### src/rtl/spi_cmd_pkg.sv
// Shared types, command codes and payload-length lookup for the SPI command decoder.
package spi_cmd_pkg;

    typedef enum logic [1:0] {
        StIdle,
        StCmd,
        StPayload,
        StCheck
    } state_e;

    localparam logic [7:0] CmdFreq         = 8'h01;
    localparam logic [7:0] CmdPhase        = 8'h02;
    localparam logic [7:0] CmdWave         = 8'h03;
    localparam logic [7:0] CmdLed          = 8'h04;
    localparam logic [7:0] SyncByteDefault = 8'hA5;

    // Zero marks an unknown command.
    function automatic logic [2:0] cmd_len(input logic [7:0] cmd);
        case (cmd)
            CmdFreq:  return 3'd4;
            CmdPhase: return 3'd2;
            CmdWave:  return 3'd1;
            CmdLed:   return 3'd1;
            default:  return 3'd0;
        endcase
    endfunction

endpackage

### src/rtl/spi_cmd_decoder_if.sv
// Byte-stream input and decoded register outputs of the SPI command decoder.
interface spi_cmd_decoder_if;
    logic        byte_valid;
    logic [7:0]  byte_data;
    logic        spi_ss;
    logic [31:0] freq_word;
    logic [15:0] phase_word;
    logic [1:0]  wave_sel;
    logic [3:0]  led_groups;
    logic        cfg_update;
    logic        frame_err;
    logic [7:0]  err_cnt;

    modport master (
        output byte_valid, byte_data, spi_ss,
        input  freq_word, phase_word, wave_sel, led_groups, cfg_update, frame_err, err_cnt
    );

    modport slave (
        input  byte_valid, byte_data, spi_ss,
        output freq_word, phase_word, wave_sel, led_groups, cfg_update, frame_err, err_cnt
    );
endinterface

### src/rtl/spi_cmd_timeout.sv
// Inactivity counter: counts while enabled, clears on request, strobes on the last count.
module spi_cmd_timeout #(
    parameter int unsigned TIMEOUT_CYC = 100000
) (
    input  logic clk,
    input  logic rst,
    input  logic clr_i,
    input  logic en_i,
    output logic expire_o
);

    localparam int unsigned CntW = (TIMEOUT_CYC > 2) ? $clog2(TIMEOUT_CYC) : 1;
    localparam logic [CntW-1:0] LastCnt = CntW'(TIMEOUT_CYC - 1);

    logic [CntW-1:0] cnt_q, cnt_d;

    assign expire_o = en_i && !clr_i && (cnt_q == LastCnt);

    always_comb begin
        cnt_d = cnt_q;
        if (clr_i) begin
            cnt_d = '0;
        end else if (en_i && !expire_o) begin
            cnt_d = cnt_q + CntW'(1);
        end
    end

    always_ff @(posedge clk) begin
        if (rst) begin
            cnt_q <= '0;
        end else begin
            cnt_q <= cnt_d;
        end
    end

endmodule

### src/rtl/spi_cmd_decoder.sv
// Parses SYNC/CMD/payload[/CHK] frames into DDS and LED registers, committing atomically.
// Define CMD_CHECKSUM_EN to require and verify the trailing XOR checksum byte.
module spi_cmd_decoder
    import spi_cmd_pkg::*;
#(
    parameter int unsigned TIMEOUT_CYC = 100000,
    parameter logic [7:0]  SYNC_BYTE   = SyncByteDefault
) (
    input logic              clk,
    input logic              rst,
    spi_cmd_decoder_if.slave bus_io
);

    state_e      state_q, state_d;
    logic [7:0]  cmd_q, cmd_d;
    logic [2:0]  rem_q, rem_d;
    logic [31:0] stage_q, stage_d, stage_shift;
`ifdef CMD_CHECKSUM_EN
    logic [7:0]  xor_q, xor_d;
`endif
    logic [31:0] freq_q, freq_d;
    logic [15:0] phase_q, phase_d;
    logic [1:0]  wave_q, wave_d;
    logic [3:0]  led_q, led_d;
    logic        cfg_q, cfg_d;
    logic        ferr_q, ferr_d;
    logic [7:0]  errc_q, errc_d;
    logic        busy, expire, tmo_clr, commit;
    logic [31:0] commit_val;

    assign busy    = (state_q != StIdle);
    assign tmo_clr = bus_io.byte_valid || !busy;

    spi_cmd_timeout #(
        .TIMEOUT_CYC(TIMEOUT_CYC)
    ) u_timeout (
        .clk     (clk),
        .rst     (rst),
        .clr_i   (tmo_clr),
        .en_i    (busy),
        .expire_o(expire)
    );

    always_comb begin
        state_d    = state_q;
        cmd_d      = cmd_q;
        rem_d      = rem_q;
        stage_d    = stage_q;
`ifdef CMD_CHECKSUM_EN
        xor_d      = xor_q;
`endif
        freq_d     = freq_q;
        phase_d    = phase_q;
        wave_d     = wave_q;
        led_d      = led_q;
        cfg_d      = 1'b0;
        ferr_d     = 1'b0;
        errc_d     = errc_q;
        commit     = 1'b0;
        commit_val = stage_q;
        stage_shift = (stage_q << 8) | {24'h0, bus_io.byte_data};

        // Deselect or timeout wins over any byte arriving in the same cycle.
        if (busy && (bus_io.spi_ss || expire)) begin
            state_d = StIdle;
            ferr_d  = 1'b1;
        end else if (bus_io.byte_valid && !bus_io.spi_ss) begin
            unique case (state_q)
                StIdle: begin
                    if (bus_io.byte_data == SYNC_BYTE) state_d = StCmd;
                end
                StCmd: begin
                    if (cmd_len(bus_io.byte_data) != 3'd0) begin
                        cmd_d   = bus_io.byte_data;
                        rem_d   = cmd_len(bus_io.byte_data);
`ifdef CMD_CHECKSUM_EN
                        xor_d   = bus_io.byte_data;
`endif
                        state_d = StPayload;
                    end else begin
                        ferr_d  = 1'b1;
                        state_d = StIdle;
                    end
                end
                StPayload: begin
                    stage_d = stage_shift;
                    rem_d   = rem_q - 3'd1;
`ifdef CMD_CHECKSUM_EN
                    xor_d   = xor_q ^ bus_io.byte_data;
                    if (rem_q == 3'd1) state_d = StCheck;
`else
                    if (rem_q == 3'd1) begin
                        commit     = 1'b1;
                        commit_val = stage_shift;
                        state_d    = StIdle;
                    end
`endif
                end
`ifdef CMD_CHECKSUM_EN
                StCheck: begin
                    if (bus_io.byte_data == xor_q) commit = 1'b1;
                    else                           ferr_d = 1'b1;
                    state_d = StIdle;
                end
`endif
                default: state_d = StIdle;
            endcase
        end

        if (commit) begin
            cfg_d = 1'b1;
            case (cmd_q)
                CmdFreq:  freq_d  = commit_val;
                CmdPhase: phase_d = commit_val[15:0];
                CmdWave:  wave_d  = commit_val[1:0];
                CmdLed:   led_d   = commit_val[3:0];
                default:  ;
            endcase
        end

        if (ferr_d && (errc_q != 8'hFF)) errc_d = errc_q + 8'd1;
    end

    always_ff @(posedge clk) begin
        if (rst) begin
            state_q <= StIdle;
            cmd_q   <= '0;
            rem_q   <= '0;
            stage_q <= '0;
`ifdef CMD_CHECKSUM_EN
            xor_q   <= '0;
`endif
            freq_q  <= '0;
            phase_q <= '0;
            wave_q  <= '0;
            led_q   <= '0;
            cfg_q   <= 1'b0;
            ferr_q  <= 1'b0;
            errc_q  <= '0;
        end else begin
            state_q <= state_d;
            cmd_q   <= cmd_d;
            rem_q   <= rem_d;
            stage_q <= stage_d;
`ifdef CMD_CHECKSUM_EN
            xor_q   <= xor_d;
`endif
            freq_q  <= freq_d;
            phase_q <= phase_d;
            wave_q  <= wave_d;
            led_q   <= led_d;
            cfg_q   <= cfg_d;
            ferr_q  <= ferr_d;
            errc_q  <= errc_d;
        end
    end

    assign bus_io.freq_word  = freq_q;
    assign bus_io.phase_word = phase_q;
    assign bus_io.wave_sel   = wave_q;
    assign bus_io.led_groups = led_q;
    assign bus_io.cfg_update = cfg_q;
    assign bus_io.frame_err  = ferr_q;
    assign bus_io.err_cnt    = errc_q;

endmodule

### src/flat_wrapper.sv
// flat-port wrapper written by rule: the top's interface ports become plain ports
module spi_cmd_decoder_flat import spi_cmd_pkg::*;
#(
    parameter int unsigned TIMEOUT_CYC = 100000,
    parameter logic [7:0]  SYNC_BYTE   = SyncByteDefault
)
  (clk, rst, bus_io_byte_valid, bus_io_byte_data, bus_io_spi_ss, bus_io_freq_word, bus_io_phase_word, bus_io_wave_sel, bus_io_led_groups, bus_io_cfg_update, bus_io_frame_err, bus_io_err_cnt);
  spi_cmd_decoder_if bus_io_i ();
  input logic clk;
  input logic rst;
  input wire logic [$bits(bus_io_i.byte_valid)-1:0] bus_io_byte_valid;
  input wire logic [$bits(bus_io_i.byte_data)-1:0] bus_io_byte_data;
  input wire logic [$bits(bus_io_i.spi_ss)-1:0] bus_io_spi_ss;
  output wire logic [$bits(bus_io_i.freq_word)-1:0] bus_io_freq_word;
  output wire logic [$bits(bus_io_i.phase_word)-1:0] bus_io_phase_word;
  output wire logic [$bits(bus_io_i.wave_sel)-1:0] bus_io_wave_sel;
  output wire logic [$bits(bus_io_i.led_groups)-1:0] bus_io_led_groups;
  output wire logic [$bits(bus_io_i.cfg_update)-1:0] bus_io_cfg_update;
  output wire logic [$bits(bus_io_i.frame_err)-1:0] bus_io_frame_err;
  output wire logic [$bits(bus_io_i.err_cnt)-1:0] bus_io_err_cnt;
  assign bus_io_i.byte_valid = bus_io_byte_valid;
  assign bus_io_i.byte_data = bus_io_byte_data;
  assign bus_io_i.spi_ss = bus_io_spi_ss;
  assign bus_io_freq_word = bus_io_i.freq_word;
  assign bus_io_phase_word = bus_io_i.phase_word;
  assign bus_io_wave_sel = bus_io_i.wave_sel;
  assign bus_io_led_groups = bus_io_i.led_groups;
  assign bus_io_cfg_update = bus_io_i.cfg_update;
  assign bus_io_frame_err = bus_io_i.frame_err;
  assign bus_io_err_cnt = bus_io_i.err_cnt;
  spi_cmd_decoder #(.TIMEOUT_CYC(TIMEOUT_CYC), .SYNC_BYTE(SYNC_BYTE)) u_core (.clk(clk), .rst(rst), .bus_io(bus_io_i));
endmodule
### config.mk
export PLATFORM = sky130hd
export DESIGN_NAME = spi_cmd_decoder_flat
export DESIGN_NICKNAME = d
export VERILOG_FILES = /design/src/rtl/spi_cmd_pkg.sv /design/src/rtl/spi_cmd_decoder_if.sv /design/src/rtl/spi_cmd_timeout.sv /design/src/rtl/spi_cmd_decoder.sv /design/src/flat_wrapper.sv
export SDC_FILE = /design/constraint.sdc
export NUM_CORES = 1
export LEC_CHECK = 0
export ABC_AREA = 1
export BUFFER_PORTS_ARGS = -buffer_cell sky130_fd_sc_hd__buf_4
export CAP_MARGIN = 0
export CORE_ASPECT_RATIO = 1.25
export CORE_UTILIZATION = 56
export DETAILED_ROUTE_END_ITERATION = 6
export HOLD_SLACK_MARGIN = 0.03
export PLACE_DENSITY = 0.79
export SLEW_MARGIN = 20
export SYNTH_ARGS = -nofsm -noshare
export SYNTH_HDL_FRONTEND = slang
export SYNTH_SLANG_ARGS = --single-unit
### constraint.sdc
create_clock -name clk -period 2.16 [get_ports clk]
set_input_delay 0.648 -clock clk [delete_from_list [all_inputs] [get_ports clk]]
set_output_delay 0.648 -clock clk [all_outputs]
set_load 0.05 [all_outputs]
==> metrics.cfg, run 1 <==
[run_status]
status=finished, final reports clean

[grt]
grt_pass1_vias=4477
antenna_found_initial=0
gr-total-overflow=0
grt_first_pass_wirelength_mm=20.3
grt_max_degree=43
grt_usage=0.281

[cells_and_area]
final-seq-area_um2=2360
syn2layout_area_growth_pct=27.1
drive_gt1_frac=0.184
design_area_um2=6350
final_nets=773
n_antenna_cell=0
multi_input_area_um2=2160
nFillCells=672

[place]
port_buffers=75
dpl.hpwl_mm=8.23
dpl_cell_area_um2=5760
gp_congestion=0.914

[synth]
synth.distinct_cells=28
async_flop_share=0
syn_avg_cell_area_um2=7.44
synth_seq_cells=118
ys_warn_count=0
syn_nets=687
syn_area_um2=4990
seq_area_frac_synth=0.473
synthCells=671
synth_enable_flop_cells=0
synth_flop_cell=dfxtp_1

[setup_path]
end_kind=flop
critical_path.top_delay_family=simple AND/OR/NAND/NOR gates
critical_path.reg2reg.startpoint=u_core.bus_io.err_cnt[0]$_SDFFE_PP0P_
critPathKind=reg2reg
crit_path_frequent_cell=nand2_1
path_cells=ha_1 -> nand2_1 -> nor4_1 -> nand2_2 -> nand2_1 -> nand2_1 -> a21oi_1
reg2reg_to=u_core.bus_io.err_cnt[5]$_SDFFE_PP0P_
path_buf_inv=0
worstPathRequired_ns=2.62
rr_worst_depth=7
start_kind=flop
crit_path_end=u_core.bus_io.err_cnt[5]$_SDFFE_PP0P_
critPathLaunch=u_core.bus_io.err_cnt[0]$_SDFFE_PP0P_
regToRegSetupSlack_ns=0.22
arrival_ns=2.39
critPathSlowestCell=dfxtp_1
cp_num_cells=7
crit_fanout=9
max_stage_delay_ns=0.42

[die]
initial_core_util=0.577
placementRows=38
chipWidth_um=86.5
die-height_um=108
core_um2=8650
fp.dieArea_um2=9300
ios=76

[clock_tree]
cts_resized=0
cts_sinks=118
postCtsSetupBuffers=0
insertion_delay_ns=0.53
cts_tree=built
cts_buffer_depth=2
cts-htree-levels=4
hold_buffers=0
path_clk_slew_ns=0.06
numCtsBuffers=17
root_buffer=clkbuf_8

[detailed_routing]
wl_met2_mm=5.76
viasPerCell=5.28
wl_met3_um=678
wire_per_inst_um=13.5
vias=4701
drt-met1-wl_mm=5.26
drt_wl_total_mm=12.1
ant_nets=0
drtIter0Drc=340
dr.pass1.iters=5
top_layer=met4
drc_errors=0

[timing]
final_max_slew_viol_count=0
min_period_over_period=0.896
layout_min_cycle_time_ns=1.94
max_freq_mhz=517
slew_headroom=0.701
setup_viol=0
worst_slew_pin_slew_ns=0.445
holdWs_ns=0.422
hold_violations=0
rsz0062_at_grt=false
fin_skew_ns=0.00700

[pwr]
power.density_nw_per_um2=792
ir_drop_uv=559
p_leak_nw=2.73

[hold_path]
hold_class=in2reg
hp-start=bus_io_byte_data[7]

[job]
max_cap_violations=0

[how the worst min path moves through the flow]
stage	slack, ns	depth (start not counted)	endpoint
finish	0.42	3	u_core.bus_io.phase_word[7]$_SDFFE_PP0P_
global placement	0.44	2	u_core.cmd_q[5]$_SDFFE_PP0P_
detailed placement	0.44	2	u_core.cmd_q[7]$_SDFFE_PP0P_
floorplan	0.43	2	u_core.cmd_q[5]$_SDFFE_PP0P_
global route	0.43	3	u_core.bus_io.phase_word[7]$_SDFFE_PP0P_
CTS	0.41	3	u_core.bus_io.phase_word[7]$_SDFFE_PP0P_
[where the power goes]
group / internal, mW / switching, mW / total, mW
registers: 2.18 / 0.000645 / 2.18
logic: 0.0384 / 0.0673 / 0.106
clock network: 1.80 / 0.950 / 2.75
[cell usage after synthesis (7+ instances only)]
cell type  count  area [µm²]
nor3_2         7        70.1
xor2_1        10        87.6
inv_1         80         300
nor2_1        85         319
nand2_1       96         360
nor3_1         9        45.0
nand4_1        7        43.8
a21oi_1       76         380
nand3_1       31         155
a211oi_1      22         165
dfxtp_1      118        2360
clkbuf_1      22        82.6
o21ai_0       55         275
o21ai_1       22         110
[layer usage]
metal | vias up | GRT usage
met2 | 148 | 0.452
li1 | 2376 | -
met3 | 27 | 0.0828
met5 | - | 0
met1 | 2150 | 0.341
met4 | 0 | 0.135
[cell usage in the layout (no fill, tap or decap), types with 6 or more instances in the layout]
master     instances
a211oi_1          22
inv_1             80
buf_4             98
nor3_2             7
o21ai_1           22
nor3_1             9
nand4_1            7
nand3_1           31
clkbuf_8           6
nand2_1           96
dfxtp_1          118
clkbuf_16         16
a21oi_1           76
nor2_1            85
o21ai_0           55
xor2_1            10
[cell type report]
cell class / instances / share of cell area
well taps: 120 / 0.0236
inverters: 84 / 0.0497
clock inverters: 6 / 0.0142
multi-input cells: 436 / 0.340
clock buffers: 26 / 0.0784
repair buffers: 100 / 0.122
flip-flops and latches: 118 / 0.372
[through the flow]
step,std cells,worst slack (ns),TNS (ns),util,power (mW)
detailed placement,858,-0.0138,-0.0152,0.666,2.33
global placement,858,0.0511,0,0.666,2.33
finish,890,0.224,0,0.734,5.03
global route,890,0.0239,0,0.734,5.18
CTS,890,0.261,0,0.734,5.06
floorplan,671,0.160,0,-,2.28
[worst min-delay path, delay by kind of cell]
kind / cells / cell delay [ns]
buffers and inverters: 1 / 0.11
and+or+nand+nor: 1 / 0.09
AOI/OAI and AO/OA: 1 / 0.05
[cells by family after synthesis]
| family | Yosys count | share of synthesized area |
|---|---|---|
| XOR/XNOR | 12 | 0.0210 |
| AO/OA/AOI/OAI | 176 | 0.188 |
| flip-flops | 118 | 0.473 |
| buffers and inverters | 117 | 0.0949 |
| adder cells (fa/ha/maj) | 4 | 0.0100 |
| AND/OR/NAND/NOR | 244 | 0.213 |
[state kept, by name, indices dropped and copies added (netlist names)]
signal and cells:
u_core.bus_io.frame_err 1, u_core.bus_io.led_groups 4, u_core.bus_io.err_cnt 8, u_core.bus_io.wave_sel 2, u_core.u_timeout.cnt_q 17, u_core.bus_io.cfg_update 1, u_core.cmd_q 8, u_core.bus_io.phase_word 16
u_core.rem_q 3, u_core.bus_io.freq_word 32, u_core.state_q 2, u_core.stage_q 24
No activity file was read; power rests on OpenSTA's default activity.
==> run 2: changes to the inputs <==
--- a/config.mk
+++ b/config.mk
@@ -11,8 +11,8 @@
 export CORE_ASPECT_RATIO = 1.25
 export CORE_UTILIZATION = 56
 export DETAILED_ROUTE_END_ITERATION = 6
-export HOLD_SLACK_MARGIN = 0.03
-export PLACE_DENSITY = 0.79
+export GPL_ROUTABILITY_DRIVEN = 1
+export PLACE_DENSITY = 0.78
 export SLEW_MARGIN = 20
 export SYNTH_ARGS = -nofsm -noshare
 export SYNTH_HDL_FRONTEND = slang
==> run 2 against run 1 <==
  * Worst setup slack gained 0.014 ns
  * Combinational power is essentially flat
  * First-iteration DRC count shrank 18%
  * Sequential share of layout area grew 0.60 points
  * Highest routed layer unchanged
  * Clock power shrank 7%
  * Die area is the same
  * Largest power group unchanged
  * Critical path depth is the same
  * Total power shrank 3.5%
  * Maximum frequency grew 0.74%
  * Routed wire length shrank 0.95%
  * Sequential power is essentially flat
  * Register-to-register slack is essentially flat
==> metrics.cfg, run 2 (same netlist as run 1, synthesis figures left out) <==
[run_status]
status=finished, final reports clean

[timing]
layout_min_cycle_time_ns=1.92  ; -0.0143 ns
worst_slew_pin_slew_ns=0.433  ; -0.0113 ns
slew_headroom=0.711  ; +0.00993
fin_skew_ns=0.00756  ; +0.000562 ns
min_period_over_period=0.890  ; -0.00662
rsz0062_at_grt=false
setup_viol=0  ; unchanged
fin_tns_setup_ns=0  ; unchanged
final_max_slew_viol_count=0  ; unchanged
worst_slack_ns=0.238  ; +0.0143 ns
hold_violations=0  ; unchanged
max_freq_mhz=520  ; +0.74%

[cells_and_area]
largest_reg_flops=32  ; unchanged
nFillCells=715  ; +6.4%
design_area_um2=6250  ; -1.6%
utilization=0.722  ; -0.0116
layout_commonest_cell=dfxtp_1
drive_gt1_frac=0.179  ; -0.00570
n_antenna_cell=0  ; unchanged
layout_common_cells=dfxtp_1, nand2_1, buf_4
syn2layout_area_growth_pct=25.1
final_nets=765  ; -1.0%

[grt]
grt_usage=0.273  ; -0.00734
antenna_found_initial=0  ; unchanged
grt_pass1_vias=4450  ; -0.60%
grt_first_pass_wirelength_mm=19.8  ; -2.1%
grt_max_degree=60  ; +40%
gr-total-overflow=0  ; unchanged

[setup_path]
critPathLaunch=u_core.bus_io.err_cnt[0]$_SDFFE_PP0P_
crit_fanout=9  ; unchanged
regToRegSetupSlack_ns=0.24  ; about the same
reg2reg_to=u_core.bus_io.err_cnt[1]$_SDFFE_PP0P_
arrival_ns=2.38  ; about the same
crit_path_end=u_core.bus_io.err_cnt[1]$_SDFFE_PP0P_
start_kind=flop
critical_path.reg2reg.startpoint=u_core.bus_io.err_cnt[0]$_SDFFE_PP0P_
rr_worst_depth=7  ; unchanged
critPathKind=reg2reg
worstPathRequired_ns=2.62  ; about the same
end_kind=flop

[detailed_routing]
ant_nets=0  ; unchanged
viasPerCell=5.36  ; +1.5%
drtIter0Drc=280  ; -18%
dr.pass1.iters=6  ; +1
wire_per_inst_um=13.5  ; about the same
drc_errors=0  ; unchanged
vias=4724  ; +0.49%
drt_wl_total_mm=11.9  ; -0.95%

[die]
fp.dieArea_um2=9300  ; unchanged
placementRows=38  ; unchanged
chipWidth_um=86.5  ; unchanged
ios=76  ; unchanged
die-height_um=108  ; unchanged
core_um2=8650  ; unchanged
initial_core_util=0.577  ; unchanged

[clock_tree]
cts-htree-levels=4  ; unchanged
insertion_delay_ns=0.52  ; about the same
postCtsSetupBuffers=0  ; unchanged
cts_resized=0  ; unchanged
numCtsBuffers=17  ; unchanged
cts_buffer_depth=2  ; unchanged
cts_sinks=118  ; unchanged
hold_buffers=0  ; unchanged
root_buffer=clkbuf_8
cts_tree=built
path_clk_slew_ns=0.06  ; about the same

[pwr]
combPwrFrac=0.021  ; about the same
p_sw_mw=1.06  ; +4.4%
power_mw=4.85  ; -3.5%
swShare=0.219  ; +0.0166
power.density_nw_per_um2=777  ; -2.0%
p_leak_nw=2.67  ; -2.3%
ir_drop_uv=598  ; +6.9%
p_int_mw=3.79  ; -5.5%
power_frac_seq=0.449  ; +0.016
p_clk_frac=0.530  ; -0.016

[job]
max_cap_violations=0  ; unchanged

[place]
port_buffers=75  ; unchanged
dpl_cell_area_um2=5700  ; -1.0%
gp_congestion=0.932  ; +1.9%
dpl.hpwl_mm=8.18  ; -0.61%
place_ws_ns=0.0395  ; +0.0533 ns

[hold_path]
hold_class=in2reg

run 2: changes by cell type in the layout (fill, tap and decap cells not counted):
cell / previous run / this run
clkinv_4: 2 / 3
clkinvlp_4: 1 / 3
clkbuf_8: 6 / 3
bufinv_16: 2 / 1
clkbuf_1: 4 / 1
buf_4: 98 / 90
clkinv_2: 1 / 3
inv_6: 0 / 1
run 2: critical path, stage by stage, from the launching register on:
cell and delay (ns):
dfxtp_1 0.42, ha_1 0.23, nand2_1 0.11, nor4_1 0.40, nand2_2 0.23, nand2_1 0.26
nand2_1 0.08, a21oi_1 0.12
run 2: final cells by class:
type,instances,area (µm²),area share
sequential,118,2360,0.378
tap,120,150,0.0240
timing repair buffer,92,716,0.115
clock buffer,20,445,0.0713
clock inverter,11,103,0.0164
multi-input combinational,436,2160,0.345
inverter,84,315,0.0505
run 2: worst min path at each step:
stage	from	to	slack, ns	cells past startpoint
floorplan	u_core.cmd_q[5]$_SDFFE_PP0P_	u_core.cmd_q[5]$_SDFFE_PP0P_	0.43	2
global placement	u_core.cmd_q[7]$_SDFFE_PP0P_	u_core.cmd_q[7]$_SDFFE_PP0P_	0.44	2
detailed placement	u_core.bus_io.phase_word[2]$_SDFFE_PP0P_	u_core.bus_io.phase_word[2]$_SDFFE_PP0P_	0.44	2
CTS	rst	u_core.bus_io.err_cnt[2]$_SDFFE_PP0P_	0.38	2
global route	rst	u_core.bus_io.err_cnt[4]$_SDFFE_PP0P_	0.39	2
finish	rst	u_core.bus_io.err_cnt[2]$_SDFFE_PP0P_	0.40	2
run 2: power by group through the flow:
stage,logic (mW),clock network [mW],registers (mW)
3_3_place_gp,0.0985,0,2.23
2_1_floorplan,0.0538,0,2.23
5_1_grt,0.114,2.70,2.18
3_5_place_dp,0.101,0,2.23
4_1_cts,0.102,2.59,2.18
6_report,0.103,2.57,2.18
run 2: routing by layer:
metal / GRT usage / up-vias / share of wire
met5: 0 / - / 0
met1: 0.326 / 2224 / 0.44
met2: 0.459 / 113 / 0.50
li1: - / 2360 / -
met3: 0.0660 / 27 / 0.039
met4: 0.131 / 0 / 0.023
run 2: through the flow:
| stage | std cells | hold WS, ns |
|---|---|---|
| 3_3_place_gp | 850 | 0.439 |
| 6_report | 881 | 0.400 |
| 5_1_grt | 881 | 0.393 |
| 3_5_place_dp | 850 | 0.444 |
| 2_1_floorplan | 671 | 0.433 |
| 4_1_cts | 881 | 0.379 |
